$ cat config.mk
export PLATFORM = sky130hd
export DESIGN_NAME = seq
export DESIGN_NICKNAME = d
export VERILOG_FILES = /design/src/rtl/seq.sv
export SDC_FILE = /design/constraint.sdc
export NUM_CORES = 1
export LEC_CHECK = 0
export BUFFER_PORTS_ARGS = -buffer_cell sky130_fd_sc_hd__buf_2
export CAP_MARGIN = 20
export CORE_AREA = 2 2 39 41
export CTS_CLUSTER_DIAMETER = 150
export DETAILED_ROUTE_END_ITERATION = 10
export DIE_AREA = 0 0 41 43
export PLACE_DENSITY = 0.32
export SLEW_MARGIN = 30
export SYNTH_ARGS = -nofsm -noshare
export SYNTH_HDL_FRONTEND = slang
export SYNTH_SLANG_ARGS = --single-unit
$ cat constraint.sdc
create_clock -name clk -period 0.8 [get_ports clk]
set_clock_uncertainty 0.1 [all_clocks]
set_input_delay 0.08 -clock clk [delete_from_list [all_inputs] [get_ports clk]]
set_output_delay 0.08 -clock clk [all_outputs]
set_load 0.02 [all_outputs]
$ cat src/rtl/seq.sv
//==============================================================================
// Module      : seq
// Description : Serial bit-pattern detector. One bit of `in` is sampled on
//               each rising clock edge. `out` pulses for one cycle whenever
//               the most recent PAT_LEN bits equal PATTERN. Typical uses are
//               sync-word, framing and trigger detection on a serial stream.
// Revision    : 1.0 - initial release
//------------------------------------------------------------------------------
// Parameters
//   PAT_LEN   pattern length in bits, 1..16
//   PATTERN   target sequence; MSB is the oldest bit received
//   OVERLAP   1: a match's trailing bits may begin the next match
//             0: each match needs PAT_LEN fresh bits
// Ports
//   clk        in   1  clock; all state changes on the rising edge
//   rst        in   1  synchronous reset, active-high, priority over all else
//   in         in   1  serial data bit
//   out        out  1  registered match pulse
//   match_cnt  out  8  saturating match count (only with SEQ_MATCH_COUNT_EN)
// Build option
//   SEQ_MATCH_COUNT_EN  when defined, adds the match_cnt port and its counter
//==============================================================================
`default_nettype none

module seq #(
    parameter int                 PAT_LEN = 3,
    parameter logic [PAT_LEN-1:0] PATTERN = 3'b101,
    parameter bit                 OVERLAP = 1'b1
) (
    input  logic       clk,
    input  logic       rst,
    input  logic       in,
`ifdef SEQ_MATCH_COUNT_EN
    output logic       out,
    output logic [7:0] match_cnt
`else
    output logic       out
`endif
);

    // fill counts 0..PAT_LEN, so it needs enough bits to hold PAT_LEN itself.
    localparam int                FILL_W = $clog2(PAT_LEN + 1);
    localparam logic [FILL_W-1:0] C_FULL = FILL_W'(PAT_LEN);

    logic [PAT_LEN-1:0] history_q;
    logic [PAT_LEN-1:0] history_d;
    logic [FILL_W-1:0]  fill_q;
    logic [FILL_W-1:0]  fill_inc;
    logic [FILL_W-1:0]  fill_d;
    logic               match_next;
    logic               out_q;

    // A one-bit pattern has no older bits to shift, so the history is
    // simply the newest sample.
    generate
        if (PAT_LEN == 1) begin : g_len1
            assign history_d = in;
        end else begin : g_lenn
            assign history_d = {history_q[PAT_LEN-2:0], in};
        end
    endgenerate

    always_comb begin
        fill_inc   = (fill_q == C_FULL) ? C_FULL : fill_q + 1'b1;
        // Gating on fill keeps reset-cleared history from looking like
        // real zeros (matters for patterns such as all-zeros).
        match_next = (fill_inc == C_FULL) && (history_d == PATTERN);
        // Without overlap, a match consumes its bits: restart the fill
        // so the next match needs PAT_LEN new samples.
        fill_d     = (match_next && !OVERLAP) ? '0 : fill_inc;
    end

    always_ff @(posedge clk) begin
        if (rst) begin
            history_q <= '0;
            fill_q    <= '0;
            out_q     <= 1'b0;
        end else begin
            history_q <= history_d;
            fill_q    <= fill_d;
            out_q     <= match_next;
        end
    end

    assign out = out_q;

`ifdef SEQ_MATCH_COUNT_EN
    logic [7:0] match_cnt_q;

    // Saturating count: holds at 255 rather than wrapping.
    always_ff @(posedge clk) begin
        if (rst) begin
            match_cnt_q <= 8'd0;
        end else if (match_next && (match_cnt_q != 8'hFF)) begin
            match_cnt_q <= match_cnt_q + 8'd1;
        end
    end

    assign match_cnt = match_cnt_q;
`endif

endmodule

`default_nettype wire

==> metrics.log, run 1 <==
[metrics] outcome: complete, but fails checks
[metrics] failing checks: hold timing, setup timing
[metrics] total power divided by cell area: 2720 nW/um^2
[metrics] Layout Nets: 23
[metrics] die extent in y: 43 um
[metrics] Final min period: 0.845 ns
[metrics] post-synthesis sequential element count: 5
[metrics] post-route total power: 578 uW
[metrics] critical path startpoint category: flip-flop
[metrics] Layout Area Growth over Synthesis: 47.8%
[metrics] nets in the synthesized netlist: 15
[metrics] setup repair after global routing missed its margin: true
[metrics] via count of the first global-routing pass: 89
[metrics] number of clock sinks: 5
[metrics] number of diodes: 0
[metrics] clock-pin transition on the worst setup and hold timing paths: about 0.04 ns
[metrics] CTS H-tree lvls: 1
[metrics] number of DRC markers after the initial detailed-route iteration: 3
[metrics] post-DR vias/cell: 2.86
[metrics] first-pass iteration count of the detailed router: 2
[metrics] number of buffers added on ports: 3
[metrics] Post-Syn Area per Cell: 12.0 um^2
[metrics] wire length of the first global-routing pass: 351 um
[metrics] Longest Clk Path Bufs: 2
[metrics] startpoint of the worst setup timing path: out
[metrics] Largest delay share family, worst path: flip-flops
[metrics] overall fraction of global-route tracks in use: 0.0402
[metrics] number of DRC violations after detailed routing: 0
[metrics] gp weighted congestion: 0.539
[metrics] largest incremental delay on the critical path: slightly above 0.3 ns
[metrics] yosys warns: 0
[metrics] pin count of the biggest net entering global routing: 5
[metrics] Slew headroom: 0.935
[metrics] worst-skew pair later-pin latency: between 0.2 and 0.25 ns
[metrics] class of the tightest hold or removal check: input pin to flip-flop
[metrics] Max stage delay cell, worst path: dfxtp_2
[metrics] hold violation count in the final report: 3
[metrics] final worst-path cycle share: 1.06
[metrics] die outline width: 41 um
[metrics] Site Rows: 14
[metrics] area of the core: between 1000 and 1500 um^2
[metrics] Critical R2R Capture: out
[metrics] number of nets with antenna violations after routing: 0
[metrics] post-synth cell types: 7
[metrics] worst-path fanout max: 1
[metrics] critical path type: flip-flop to output pin
[metrics] vias after detailed routing: 100
[metrics] Worst Setup EP: out
[metrics] achievable frequency: 1.18 GHz
[metrics] number of cells produced by synthesis: 12
[metrics] final setup violation count: 1
[metrics] TritonCTS Buffers: 3
[metrics] Worst R2R Start: fill_q[1]
[metrics] smallest setup slack after layout: -0.0449 ns
[metrics] antenna violations before repair: 0
[metrics] total buffers and inverters traversed by the critical path: 1
[metrics] CP Depth: 1
[metrics] critical path data required time: 0.62 ns
[metrics] total of max-cap violations: 0
[metrics] R2R cell count: 1
[metrics] final core utilization: 0.154
[metrics] minimum hold slack: -0.0530 ns
[metrics] cell chosen for the clock root: clkbuf_4
[metrics] # IOs: 4
[metrics] post-synthesis instance area: 144 um^2
[metrics] effective utilization at floorplan: 0.104
[metrics] crit path cell chain: buf_6
[metrics] GRT overflow: 0
[metrics] pin slew with the least headroom to its limit: 0.0977 ns
[metrics] fraction of synthesized cell area taken by the top area cell type: 0.696
[metrics] VDD IR-drop max: 934 uV
[metrics] CTS tree: yes
[metrics] average wire per cell in the routed design: 6.51 um
[metrics] proportion of synthesized chip area in sequential cells: 0.696
[metrics] leading post-synthesis cells by cell area: dfxtp_1, and4b_1, and2b_2
[metrics] total wire length: 228 um
[metrics] layout cell share with drive strength beyond 1: 0.474
[metrics] die area: between 1500 and 2000 um^2
[metrics] most frequent cells in the layout: dfxtp_1, clkbuf_4, nor2_1, buf_2
[metrics] Worst Path Arrival: 0.66 ns
[metrics] setup slack of the worst register-to-register path: 0.09 ns
[metrics] type of element capturing the critical path: output pin
[metrics] count of pins over their slew limit: 0
[metrics] leakage power total: 0.0941 nW
[metrics] most common cell after layout, fill and taps aside: dfxtp_1
[metrics] dominant cell type by area after synthesis: dfxtp_1
[metrics] post-CTS setup buffer count: 0
## per-stage QoR
step | cell area [um^2] | hold WS [ns] | std cells | worst slack [ns] | TNS [ns]
floorplan | 144 | 0.0491 | 12 | 0.110 | 0
global placement | 179 | 0.190 | 31 | 0.0971 | 0
detailed placement | 179 | 0.200 | 31 | 0.0839 | 0
CTS | 213 | -0.0588 | 35 | -0.0568 | -0.0568
global route | 213 | -0.0445 | 35 | -0.0642 | -0.0642
finish | 213 | -0.0530 | 35 | -0.0449 | -0.0449
## layout make-up
class                      instances  area (um^2)
inverter                           1         3.75
clock buffer                       4         26.3
multi-input combinational          6         40.0
timing repair buffer               3         21.3
sequential                         5          101
tap                               16         20.0
fill                             153         1170
## cell usage after synthesis
| library cell | count |
|---|---|
| dfxtp_1 | 5 |
| nor2_1 | 2 |
| a21oi_1 | 1 |
| and2b_2 | 1 |
| and4b_1 | 1 |
| inv_1 | 1 |
| nor2b_2 | 1 |
## power by group
group	switching, mW	total [mW]	internal [mW]
sequential	0.00684	0.271	0.264
combinational	0.00894	0.0213	0.0124
clock	0.0974	0.286	0.188
## registers in the layout, summed over array words and instances, names as in the netlist
register   cells
fill_q         2
history_q      2
out            1
## logic make-up (layout without fill, tap and decap cells)
kind of cell           count (synthesis)  count (layout)  share of synthesized area
flip-flops                             5               5                      0.696
AND/OR/NAND/NOR                        5               5                      0.244
AO/OA/AOI/OAI                          1               1                     0.0347
buffers and inverters                  1               8                     0.0261
## metal layers
layer / global-route usage / wire (um) / vias to the layer above
li1: - / - / 51
met1: 0.0290 / 105 / 40
met2: 0.0313 / 70 / 7
met3: 0.0785 / 44 / 2
met4: 0.0400 / 6 / 0
met5: 0 / 0 / -
## worst min path at each step
stage / startpoint / to / slack (ns) / cells past startpoint
after CTS: rst / history_q[0] / -0.06 / 2
after global placement: rst / fill_q[0] / 0.19 / 2
final: rst / history_q[0] / -0.05 / 2
after floorplan: rst / fill_q[0] / 0.05 / 1
after global routing: rst / fill_q[1] / -0.04 / 2
after detailed placement: rst / history_q[0] / 0.20 / 2
## timing repair
item / 4_1_cts / 5_1_grt
pin swaps: 0 / 0
endpoints found under the setup margin: 1 / 1
endpoints found under the hold margin: 3 / 3
gates resized for setup: 3 / 0
Note: power is estimated with default switching activity, not from simulation.
==> run 2: changes to the inputs <==
--- a/config.mk
+++ b/config.mk
@@ -11,7 +11,8 @@
 export CTS_CLUSTER_DIAMETER = 150
 export DETAILED_ROUTE_END_ITERATION = 10
 export DIE_AREA = 0 0 41 43
-export PLACE_DENSITY = 0.32
+export HOLD_SLACK_MARGIN = 0.03
+export PLACE_DENSITY_LB_ADDON = 0.12
 export SLEW_MARGIN = 30
 export SYNTH_ARGS = -nofsm -noshare
 export SYNTH_HDL_FRONTEND = slang
==> constraint.sdc (replaced) <==
create_clock -name clk -period 0.8 [get_ports clk]
set_clock_uncertainty 0.1 [all_clocks]
set_input_delay 0.16 -clock clk [delete_from_list [all_inputs] [get_ports clk]]
set_output_delay 0.16 -clock clk [all_outputs]
set_load 0.02 [all_outputs]
==> run 2 against run 1 <==
Net effect: the flow finishes with violations (setup timing); clock-buffer cell count unchanged; register-to-register slack barely moved; fmax fell by 8.2%; sequential power about the same; largest cell class unchanged; power shrank 0.17%.
==> metrics.log, run 2 (same netlist as run 1, synthesis figures left out) <==
[metrics] outcome: complete, but fails checks
[metrics] failing checks: setup timing
[metrics] final worst-path cycle share: 1.15 (+0.0938)
[metrics] cts-stage hold buffer count: 0
[metrics] most frequent cells in the layout: dfxtp_1, clkbuf_4, nor2_1, buf_2
[metrics] class of the tightest hold or removal check: input pin to flip-flop
[metrics] worst-path fanout max: 1 (unchanged)
[metrics] number of DRC markers after the initial detailed-route iteration: 1 (-2)
[metrics] Worst Path Arrival: 0.66 ns (about the same)
[metrics] crit path cell chain: buf_6
[metrics] antenna violations before repair: 0 (unchanged)
[metrics] total buffers and inverters traversed by the critical path: 1 (unchanged)
[metrics] # IOs: 4 (unchanged)
[metrics] setup_tns: -0.120 ns (-0.0751 ns)
[metrics] critical path type: flip-flop to output pin
[metrics] number of nets with antenna violations after routing: 0 (unchanged)
[metrics] final setup violation count: 1 (unchanged)
[metrics] post-DR vias/cell: 2.97 (+4.0%)
[metrics] first-pass iteration count of the detailed router: 2 (unchanged)
[metrics] sum of net half-perimeters after detailed placement: 174 um
[metrics] via count of the first global-routing pass: 100 (+12%)
[metrics] setup repair after global routing missed its margin: true
[metrics] pin slew with the least headroom to its limit: 0.0909 ns (-0.00679 ns)
[metrics] count of pins over their slew limit: 0 (unchanged)
[metrics] worst-skew pair later-pin latency: 0.23 ns (about the same)
[metrics] cell chosen for the clock root: clkbuf_4
[metrics] die area: 1760 um^2 (unchanged)
[metrics] CTS H-tree lvls: 1 (unchanged)
[metrics] Slew headroom: 0.939 (+0.00453)
[metrics] largest incremental delay on the critical path: 0.31 ns (about the same)
[metrics] Largest delay share family, worst path: flip-flops
[metrics] critical path data required time: 0.54 ns (-0.08 ns)
[metrics] number of DRC violations after detailed routing: 0 (unchanged)
[metrics] instance count after placement with tap cells included: 31 (unchanged)
[metrics] overall fraction of global-route tracks in use: 0.0422 (+0.00197)
[metrics] Max stage delay cell, worst path: dfxtp_2
[metrics] VDD IR-drop max: 449 uV (-52%)
[metrics] average wire per cell in the routed design: 6.11 um (-6.1%)
[metrics] effective utilization at floorplan: 0.104 (unchanged)
[metrics] hold violation count in the final report: 0 (-3)
[metrics] smallest setup slack after layout: -0.120 ns (-0.0751 ns)
[metrics] TritonCTS Buffers: 3 (unchanged)
[metrics] filler-free cell count of the finished design: 35 (unchanged)
[metrics] type of element capturing the critical path: output pin
[metrics] Layout Nets: 23 (unchanged)
[metrics] critical path startpoint category: flip-flop
[metrics] vias after detailed routing: 104 (+4.0%)
[metrics] Layout Area Growth over Synthesis: 47.8% (unchanged)
[metrics] Site Rows: 14 (unchanged)
[metrics] pin count of the biggest net entering global routing: 5 (unchanged)
[metrics] total of max-cap violations: 0 (unchanged)
[metrics] gp weighted congestion: 0.496 (-8.0%)
[metrics] leakage power total: 0.0941 nW (unchanged)
[metrics] area of the core: 1380 um^2 (unchanged)
[metrics] clock-pin transition on the worst setup and hold timing paths: 0.04 ns (about the same)
[metrics] total wire length: 214 um (-6.1%)
[metrics] number of diodes: 0 (unchanged)
[metrics] Longest Clk Path Bufs: 2 (unchanged)
[metrics] most common cell after layout, fill and taps aside: dfxtp_1
[metrics] Final min period: 0.920 ns (+0.0751 ns)
[metrics] layout cell share with drive strength beyond 1: 0.474 (unchanged)
[metrics] GRT overflow: 0 (unchanged)
[metrics] number of buffers added on ports: 3 (unchanged)
[metrics] total power divided by cell area: 2710 nW/um^2 (-0.17%)
[metrics] die extent in y: 43 um (unchanged)
[metrics] CTS tree: yes
[metrics] wire length of the first global-routing pass: 386 um (+10%)
[metrics] die outline width: 41 um (unchanged)
[metrics] number of clock sinks: 5 (unchanged)
[metrics] achievable frequency: 1.09 GHz (-8.2%)
==> run 2: final timing paths <==
kind	start	endpoint	slack [ns]	cells after the start
setup / recovery	out	out	-0.12	1
hold / removal	rst	fill_q[0]	0.03	2
setup reg to reg	fill_q[1]	out	0.08	1
hold reg to reg	fill_q[0]	fill_q[0]	0.33	1
==> run 2: timing repair <==
item | 4_1_cts | 5_1_grt
gates resized for setup | 3 | 0
endpoints found under the setup margin | 1 | 1
setup buffers | 0 | 0
==> run 2: power breakdown <==
group / internal (mW) / switching, mW
logic: 0.0124 / 0.00896
registers: 0.264 / 0.00623
clock network: 0.188 / 0.0971
==> run 2: cell type report <==
type                       count  area, um^2
multi-input combinational      6        40.0
fill                         162        1170
timing repair buffer           3        21.3
clock buffer                   4        26.3
sequential                     5         101
inverter                       1        3.75
tap                           16        20.0
==> run 2: per-layer routing <==
metal  wire length, um  vias up  GRT usage
li1                  -       53          -
met1                74       48     0.0289
met2               132        3     0.0469
met3                 7        0     0.0314
met4                 0        0     0.0800
met5                 0        -          0
==> run 2: per-stage QoR <==
stage          instance area (um^2)   util  hold WS [ns]  power, mW  setup WS [ns]
5_1_grt                         213  0.154        0.0337      0.622         -0.153
3_3_place_gp                    179  0.129         0.283      0.296         0.0125
4_1_cts                         213  0.154        0.0301      0.594         -0.132
6_report                        213  0.154        0.0338      0.577         -0.120
2_1_floorplan                   144      -         0.129      0.286          0.110
3_5_place_dp                    179  0.129         0.285      0.297         0.0108
